==> config.mk <==
export PLATFORM = sky130hd
export DESIGN_NAME = corescore_rst_seq
export DESIGN_NICKNAME = d
export VERILOG_FILES = /design/src/rtl/corescore_rst_seq.sv
export SDC_FILE = /design/constraint.sdc
export NUM_CORES = 1
export LEC_CHECK = 0
export CORE_MARGIN = 8
export CORE_UTILIZATION = 50
export CTS_BUF_LIST = sky130_fd_sc_hd__clkbuf_16
export DETAILED_ROUTE_END_ITERATION = 6
export PLACE_DENSITY = 0.75
export SYNTH_ARGS = -nofsm -noshare
export SYNTH_HDL_FRONTEND = slang
export SYNTH_SLANG_ARGS = --single-unit
==> constraint.sdc <==
create_clock -name i_clk -period 2 [get_ports i_clk]
set_input_delay 0.2 -clock i_clk [delete_from_list [all_inputs] [get_ports i_clk]]
set_output_delay 0.2 -clock i_clk [all_outputs]
set_load 0.005 [all_outputs]
==> src/rtl/corescore_rst_seq.sv <==
// Purpose : staged reset release for corescore core groups, driven by PLL lock.
// Latency : o_rst[0] falls 2+LOCK_FILTER+STAGE_CYCLES edges after i_locked is first sampled high.
// Backpressure : none; free-running sequencer, lock loss re-asserts every group reset.
//
// Ports:
//   i_clk            system clock (PLL output clock)
//   i_rst            synchronous active-high reset, overrides everything
//   i_locked         raw PLL lock, asynchronous to i_clk
//   o_rst            per-group reset, active high, thermometer code (bit 0 released first)
//   o_ready          high once every group is out of reset
//   o_lock_loss_cnt  saturating count of lock losses seen while releasing or running
//
// Optional feature: define CORESCORE_RST_SEQ_STICKY_EN to make a lock loss
// latch into a FAULT state that only i_rst can clear.

module corescore_rst_seq #(
  parameter int NUM_STAGES   = 4,
  parameter int STAGE_CYCLES = 256,
  parameter int LOCK_FILTER  = 16
) (
  input  logic                  i_clk,
  input  logic                  i_rst,
  input  logic                  i_locked,
  output logic [NUM_STAGES-1:0] o_rst,
  output logic                  o_ready,
  output logic [7:0]            o_lock_loss_cnt
);

  // Counter widths, never narrower than one bit.
  localparam int TW = (STAGE_CYCLES > 1) ? $clog2(STAGE_CYCLES) : 1;
  localparam int FW = (LOCK_FILTER  > 1) ? $clog2(LOCK_FILTER)  : 1;
  localparam int SW = (NUM_STAGES   > 1) ? $clog2(NUM_STAGES)   : 1;

  localparam logic [TW-1:0] TIMER_LAST = TW'(STAGE_CYCLES - 1);
  localparam logic [FW-1:0] FILT_LAST  = FW'(LOCK_FILTER - 1);
  localparam logic [SW-1:0] STAGE_LAST = SW'(NUM_STAGES - 1);

  typedef enum logic [1:0] {
    ST_WAIT_LOCK = 2'd0,
    ST_RELEASE   = 2'd1,
    ST_RUN       = 2'd2
`ifdef CORESCORE_RST_SEQ_STICKY_EN
    ,
    ST_FAULT     = 2'd3
`endif
  } state_t;

  // Where a lock loss sends the sequencer.
`ifdef CORESCORE_RST_SEQ_STICKY_EN
  localparam state_t LOSS_STATE = ST_FAULT;
`else
  localparam state_t LOSS_STATE = ST_WAIT_LOCK;
`endif

  state_t        state;
  logic [FW-1:0] filt_cnt;
  logic [TW-1:0] timer;
  logic [SW-1:0] stage;
  logic          locked_meta;
  logic          locked_s;
  logic          lock_lost;

  // ---------------------------------------------------------------------------
  // Two-flop synchronizer for the asynchronous lock indication.
  // ---------------------------------------------------------------------------
  always_ff @(posedge i_clk) begin
    if (i_rst) begin
      locked_meta <= 1'b0;
      locked_s    <= 1'b0;
    end else begin
      locked_meta <= i_locked;
      locked_s    <= locked_meta;
    end
  end

  // Losing lock only matters once sequencing has started; dropping out while
  // still filtering just restarts the filter.
  always_comb begin
    lock_lost = 1'b0;
    if (!locked_s && (state == ST_RELEASE || state == ST_RUN))
      lock_lost = 1'b1;
  end

  // ---------------------------------------------------------------------------
  // Sequencer FSM with registered outputs.
  // ---------------------------------------------------------------------------
  always_ff @(posedge i_clk) begin
    if (i_rst) begin
      state           <= ST_WAIT_LOCK;
      filt_cnt        <= '0;
      timer           <= '0;
      stage           <= '0;
      o_rst           <= '1;
      o_ready         <= 1'b0;
      o_lock_loss_cnt <= 8'd0;
    end else if (lock_lost) begin
      // Takes priority over a stage release landing on the same cycle.
      state    <= LOSS_STATE;
      filt_cnt <= '0;
      timer    <= '0;
      stage    <= '0;
      o_rst    <= '1;
      o_ready  <= 1'b0;
      if (o_lock_loss_cnt != 8'hFF)
        o_lock_loss_cnt <= o_lock_loss_cnt + 8'd1;
    end else begin
      case (state)
        ST_WAIT_LOCK: begin
          o_rst   <= '1;
          o_ready <= 1'b0;
          timer   <= '0;
          stage   <= '0;
          if (!locked_s) begin
            filt_cnt <= '0;
          end else if (filt_cnt == FILT_LAST) begin
            // Lock has been stable long enough; start the staged release.
            filt_cnt <= '0;
            state    <= ST_RELEASE;
          end else begin
            filt_cnt <= filt_cnt + 1'b1;
          end
        end

        ST_RELEASE: begin
          if (timer == TIMER_LAST) begin
            timer        <= '0;
            // Clearing only the current bit keeps already-released groups
            // low, so o_rst stays a thermometer code.
            o_rst[stage] <= 1'b0;
            if (stage == STAGE_LAST) begin
              stage   <= '0;
              o_ready <= 1'b1;
              state   <= ST_RUN;
            end else begin
              stage <= stage + 1'b1;
            end
          end else begin
            timer <= timer + 1'b1;
          end
        end

        ST_RUN: begin
          o_rst   <= '0;
          o_ready <= 1'b1;
        end

`ifdef CORESCORE_RST_SEQ_STICKY_EN
        ST_FAULT: begin
          // Held until i_rst regardless of what the PLL does.
          o_rst   <= '1;
          o_ready <= 1'b0;
        end
`endif

        default: begin
          state    <= ST_WAIT_LOCK;
          filt_cnt <= '0;
          timer    <= '0;
          stage    <= '0;
          o_rst    <= '1;
          o_ready  <= 1'b0;
        end
      endcase
    end
  end

endmodule

* Yosys cells after proc, flatten, opt, wreduce, memory -nomap -nowiden
Cells that the tools add are included.
** Operators by class
- Add/sub/neg operators :: 4
- Magnitude comparators :: 2
- Equal/unequal tests :: 10
- Mux-type cells :: 21
- Bitwise gates (word level) :: 3
- Reductions and logical operators :: 11
** Operators with widths (number)
- 8-bit by 1-bit adder with 8-bit output (second input constant) :: 2
- 4-bit case mux with 2 select lines :: 2
- 8-bit case mux with 2 select lines :: 1
- 2-bit 2-to-1 mux :: 6
- 4-bit 2-to-1 mux :: 3
- 8-bit equality test (second input constant) :: 1
- 8-bit 2-to-1 mux :: 1
- 8-bit inequality test (second input constant) :: 1
- 2-bit case mux with 3 select lines :: 1
- 2-bit AND reduction :: 3
- 5-bit AND reduction :: 1
- 4-bit by 1-bit adder with 4-bit output (second input constant) :: 1
- 4-bit bitwise AND :: 1
- 2-bit equality test (second input constant) :: 2
- 4-bit equality test (second input constant) :: 1
- 1-bit 2-to-1 mux :: 4
- 2-bit by 1-bit inequality test with 1-bit output (second input constant) :: 2
- 2-bit inequality test (second input constant) :: 2
- 4-bit NOT :: 1
- 2-bit case mux with 2 select lines :: 1
- 2-bit OR reduction :: 2
- 2-bit by 3-bit less-than comparator with 1-bit output (second input constant) :: 1
- 2-bit by 1-bit adder with 2-bit output (second input constant) :: 1
- 1-bit demux with 2-bit select :: 1
- other kinds (8) :: 9
** Word-level totals
- Bits in registers :: 31
- Input port bits :: 3
- Output and inout port bits :: 13

* Depth between registers and ports, before layout
- Depth after elaboration :: 8
- Depth in mapped cells :: 9

* Least setup slack after synthesis
Ideal clock, no wire load.
- Kind :: register to register
- Start point :: reg state[0]
- End point :: reg timer[7]
- Arrival time :: 1.786 ns
- Required time :: 1.936 ns
- Setup slack :: 0.151 ns
- Stages on the path, launching flop included :: 10
- Path buffers :: 3
- Period minus slack after synthesis :: 1.849 ns
- Cells stage by stage :: dfxtp_1 > inv_1 > ha_1 > buf_6 > nor2b_4 > buf_6 > or3_1 > buf_6 > a31o_4 > nor2_1
** On the way
- Cells in the longest elaborated chain, start to end :: 5
- Elaborated cells on any way between the ends :: 7
- Classes of those cells :: eq/ne (2); mux (2); reduce/logical (3)
** RTL lines
- start, declared :: RTL line 55 : state_t state;
- start signal, assigned :: RTL line 89 : state <= ST_WAIT_LOCK;
- start signal, assigned :: RTL line 98 : state <= LOSS_STATE;
- start signal, assigned :: RTL line 118 : state <= ST_RELEASE;
- 2-bit by 1-bit equality test with 1-bit output or 2-bit equality test (tied branches) :: RTL line 80, 107
- 1-bit logical OR :: RTL line 80 : if (!locked_s && (state == ST_RELEASE || state == ST_RUN))
- 1-bit logical AND :: RTL line 80
- 1-bit 2-to-1 mux :: RTL line 80
- 2-bit OR reduction (no source line)
- end signal, assigned :: RTL line 138 : timer <= timer + 1'b1;
- end, declared :: RTL line 57 : logic [TW-1:0] timer;
Several ways; a longest one is shown, not always the timed one.
A chain may end at the register's enable or synchronous reset.

* Worst setup path after layout
- Start point :: reg state[0]
- End point :: reg stage[0]
** On the way
- Cells in the longest elaborated chain, start to end :: 5
- Elaborated cells on any way between the ends :: 10
- Classes of those cells :: eq/ne (3); mux (2); bitwise (1); reduce/logical (4)
** RTL lines
- 2-bit by 1-bit equality test with 1-bit output or 2-bit equality test (tied branches) :: RTL line 80, 107
- 1-bit logical OR :: RTL line 80
- 1-bit logical AND :: RTL line 80
- 1-bit 2-to-1 mux :: RTL line 80
- 2-bit OR reduction (no source line)
- end signal, assigned :: RTL line 135 : stage <= stage + 1'b1;
- end, declared :: RTL line 58 : logic [SW-1:0] stage;
Several ways; a longest one is shown, not always the timed one.

==> metrics list <==
* Path type of the worst min-delay path: flop to flop
* Detailed-route wire length per cell: 14.58 µm
- Share of cells above drive strength 1: 0.1038
- Counting every net in the synthesized netlist gives 176.
- Dividing the synthesized area by the synthesized cell count gives 9.338 µm².
- Measured against its own limit, the worst slew margin works out to 0.7374.
* Placer's final routability congestion estimate: 0.8526
- Synthesis-stage register bit count: 31
* Number of antenna violations at the first check in global routing: 0
- Leakage: about 0.68 nW
- In this run the number of H-tree levels came out at 2.
- Setup TNS: 0 ns
- Yosys mapped the design onto 34 distinct sky130hd cell types.
- Number of cell rows: 20
- The share of total power dissipated in sequential elements is 0.469.
- The number of antenna diodes in the final layout is 0.
* Min-Delay Endpoint: locked_s
- TritonCTS created 5 clock buffers.
- Setup repair after global routing missed its margin: no
- Number of top-level design ports: 16
- Hold timing on the final database bottoms out at a slack of 0.4503 ns.
- Final worst slack: around 0.17 ns
- The worst setup path is captured at a flop.
* Register-to-register setup slack: 0.17 ns
- Post-CTS timing repair inserted 0 buffers for setup.
- Wires add up to 3.149 mm.
- For this configuration, the core starts out at a cell density of 0.5123.
- Summed over all nets, the switching power comes to ~0.25 mW.
* DR DRC count: 0
* First-pass iteration count of the detailed router: 4
- Width of the chip: roughly 70 µm
- Part of the cycle the worst path needs: 0.9155
* Via count of the first global-routing pass: 1237
- In this run the critical register-to-register path is captured at stage[0].
- Number of nets in the final layout: slightly below 200
- Cts repair resizes: 0
* Dominant register cell in the synthesized netlist: dfxtp_1
- Synthesis produced a netlist whose cell count is 162.
- Across the whole layout, storage elements account for slightly above 600 µm².
- Layout filler cell count: 269
- The clock period could shrink to 1.831 ns.
- In this run the most critical hold path is launched from locked_meta.
* HPWL after detailed placement: 2.284 mm
* Switching Share: 0.1916
- Fraction of power consumed by combinational cells: 0.013
- Share of power burned in the clock network: 0.518
- Setup crit start kind: flop
- Largest net degree at the start of global routing: 14
- Via-per-instance ratio: 5.569
- For this run, the register share of the synthesized area comes to 0.4103.
- Number of buffers inserted by port buffering: 15
* Synth-to-layout area growth: 20.51%
- The critical path is of the flop to flop type.
* Clock root buffer master: clkbuf_16
- Total gr overflow: 0
- Later-pin clock latency in the skew report: about 0.27 ns
- Of all nets on the critical path, the largest fanout is 6.
- At the pin with the least slew margin, the transition time is 0.3898 ns.
- Internal power consumption: around 1.1 mW
* Count of flip-flops with a built-in enable after synthesis: 0
- Data required time of the critical path: 2.21 ns
- Setup violations remaining at the end of the flow were counted as 0.
- Power density relative to cell area: 729.2 nW/µm²
- Post-Place Worst Slack: about 0.19 ns
* Fmax: 0.5461 GHz
- Async S/R FF share, synth: 0
- Full die area: 5042 µm²
- Clock slew at reported path FFs: roughly 0.050 ns
- Buffer levels on the longest clock path: 2
* WP data arrival: slightly above 2 ns
* Clock tree sinks: 31
* Synthesized area: 1513 µm²
- From bottom edge to top edge, the die measures 71.01 µm.
- The detailed router finished its first iteration with 20 violations.
* Yosys warns: 0
- The first global-routing pass estimated approximately 5.3 mm of wire.
* Cts hold-fix bufs: 0
- The detailed router placed 1203 vias in this run.
- The final hold violation count came to 0.
- The number of max-slew violations in the final report was 0.
- Cell depth of the worst min-delay path: 1
- Status: complete, no violations
- Cell count of the worst reg-to-reg path: 6
- # Max-Cap Violations: 0
- Across every metal layer, demand over resource in global routing totals 0.1351.
- Worst IR Drop VDD: 0.4738 mV
* Core region area: between 2000 and 3000 µm²
- Startpoint of the worst-slack reg-to-reg timing path: state[0]
* Count of nets left with antenna violations after detail routing: 0
- Clock tree from TritonCTS: built
- Between clock sinks in the finished design, the worst skew comes to between 0.002 and 0.0025 ns.
- Summing all multi-input logic gate instances after layout gives approximately 830 µm².
==> cells in the final DEF (no fill, tap or decap), types with 2 or more instances in the layout <==
master and n:
dfxtp_1 31, nor2_1 24, clkdlybuf4s50_1 15, ha_1 11, nand2_1 10, xor2_1 9
inv_1 7, a21oi_1 7, nor2b_1 6, nand4_1 6, nand3_1 5, o21ai_0 5
clkbuf_16 5, or3_1 3, nand4b_1 3, xnor2_1 3, mux2i_1 3, o211ai_1 3
a31o_2 3, and3_1 3, buf_4 3, a221oi_1 2, nor3_1 2
==> cells by family (layout without fill, tap and decap cells) <==
logic type | Yosys count | in the layout | share of synthesized area
and+or+nand+nor | 68 | 68 | 0.2358
xor gates and xnor gates | 12 | 12 | 0.06948
adders and majority gates | 11 | 11 | 0.09098
muxes | 4 | 4 | 0.02730
buffers and inverters | 11 | 32 | 0.04218
AOI/OAI and AO/OA | 25 | 25 | 0.1241
DFF | 31 | 31 | 0.4103
==> layout make-up <==
class | instances | share of cell area
multi-input combinational | 120 | 0.4544
sequential | 31 | 0.3404
timing repair buffer | 18 | 0.09472
clock buffer | 5 | 0.06863
tap | 33 | 0.02265
inverter | 7 | 0.01441
clock inverter | 2 | 0.004804
==> cell usage after synthesis, types with 2 or more instances <==
| cell | n | area (µm²) |
|---|---|---|
| nor3_1 | 2 | 10.01 |
| nand4_1 | 6 | 37.54 |
| nand4b_1 | 3 | 26.28 |
| a21oi_1 | 7 | 35.03 |
| buf_6 | 3 | 33.78 |
| nand2_1 | 10 | 37.54 |
| nor2_1 | 24 | 90.09 |
| inv_1 | 7 | 26.28 |
| ha_1 | 11 | 137.6 |
| o211ai_1 | 3 | 22.52 |
| xor2_1 | 9 | 78.83 |
| a221oi_1 | 2 | 17.52 |
| o21ai_0 | 5 | 25.02 |
| a31o_2 | 3 | 26.28 |
| nand3_1 | 5 | 25.02 |
| and3_1 | 3 | 18.77 |
| or3_1 | 3 | 18.77 |
| dfxtp_1 | 31 | 620.6 |
| mux2i_1 | 3 | 30.03 |
| xnor2_1 | 3 | 26.28 |
| nor2b_1 | 6 | 37.54 |
==> power groups by stage <==
stage	Sequential [mW]	Clock [mW]	Combinational [mW]
after CTS	0.623	0.704	0.0169
after global routing	0.623	0.728	0.0191
after floorplan	0.635	0	0.00855
after global placement	0.635	0	0.0163
final	0.624	0.689	0.0168
after detailed placement	0.635	0	0.0168
==> sequential cells by signal, indices dropped and copies added (netlist names) <==
signal	cells
filt_cnt	4
locked_meta	1
locked_s	1
o_lock_loss_cnt	8
o_ready	1
o_rst	4
stage	2
state	2
timer	8
==> critical path: stages, from the launching register on <==
cell	delay, ns
dfxtp_1	0.33
inv_1	0.09
ha_1	0.29
and3b_2	0.34
a31oi_4	0.13
or3b_2	0.47
a21oi_1	0.12
==> stage by stage <==
step,cell area [µm²],utilization,cells,power (mW)
2_1_floorplan,1513,-,162,0.6436
3_3_place_gp,1689,0.5720,209,0.6517
3_5_place_dp,1689,0.5720,209,0.6523
4_1_cts,1823,0.6174,216,1.344
5_1_grt,1823,0.6174,216,1.370
6_report,1823,0.6174,216,1.329
==> routing by layer <==
| layer | up-vias | wire, µm | global-route usage |
|---|---|---|---|
| li1 | 600 | - | - |
| met1 | 579 | 1326 | 0.1266 |
| met2 | 19 | 1587 | 0.2317 |
| met3 | 5 | 171 | 0.06356 |
| met4 | 0 | 64 | 0.08776 |
| met5 | - | 0 | 0 |
==> worst max path at each step <==
stage / end / startpoint / slack, ns
2_1_floorplan: timer[7] / state[0] / 0.15
3_3_place_gp: stage[0] / state[0] / 0.23
3_5_place_dp: stage[0] / state[0] / 0.19
4_1_cts: stage[0] / state[0] / 0.17
5_1_grt: timer[5] / state[0] / 0.06
6_report: stage[0] / state[0] / 0.17
(Power assumes the default switching activity.)
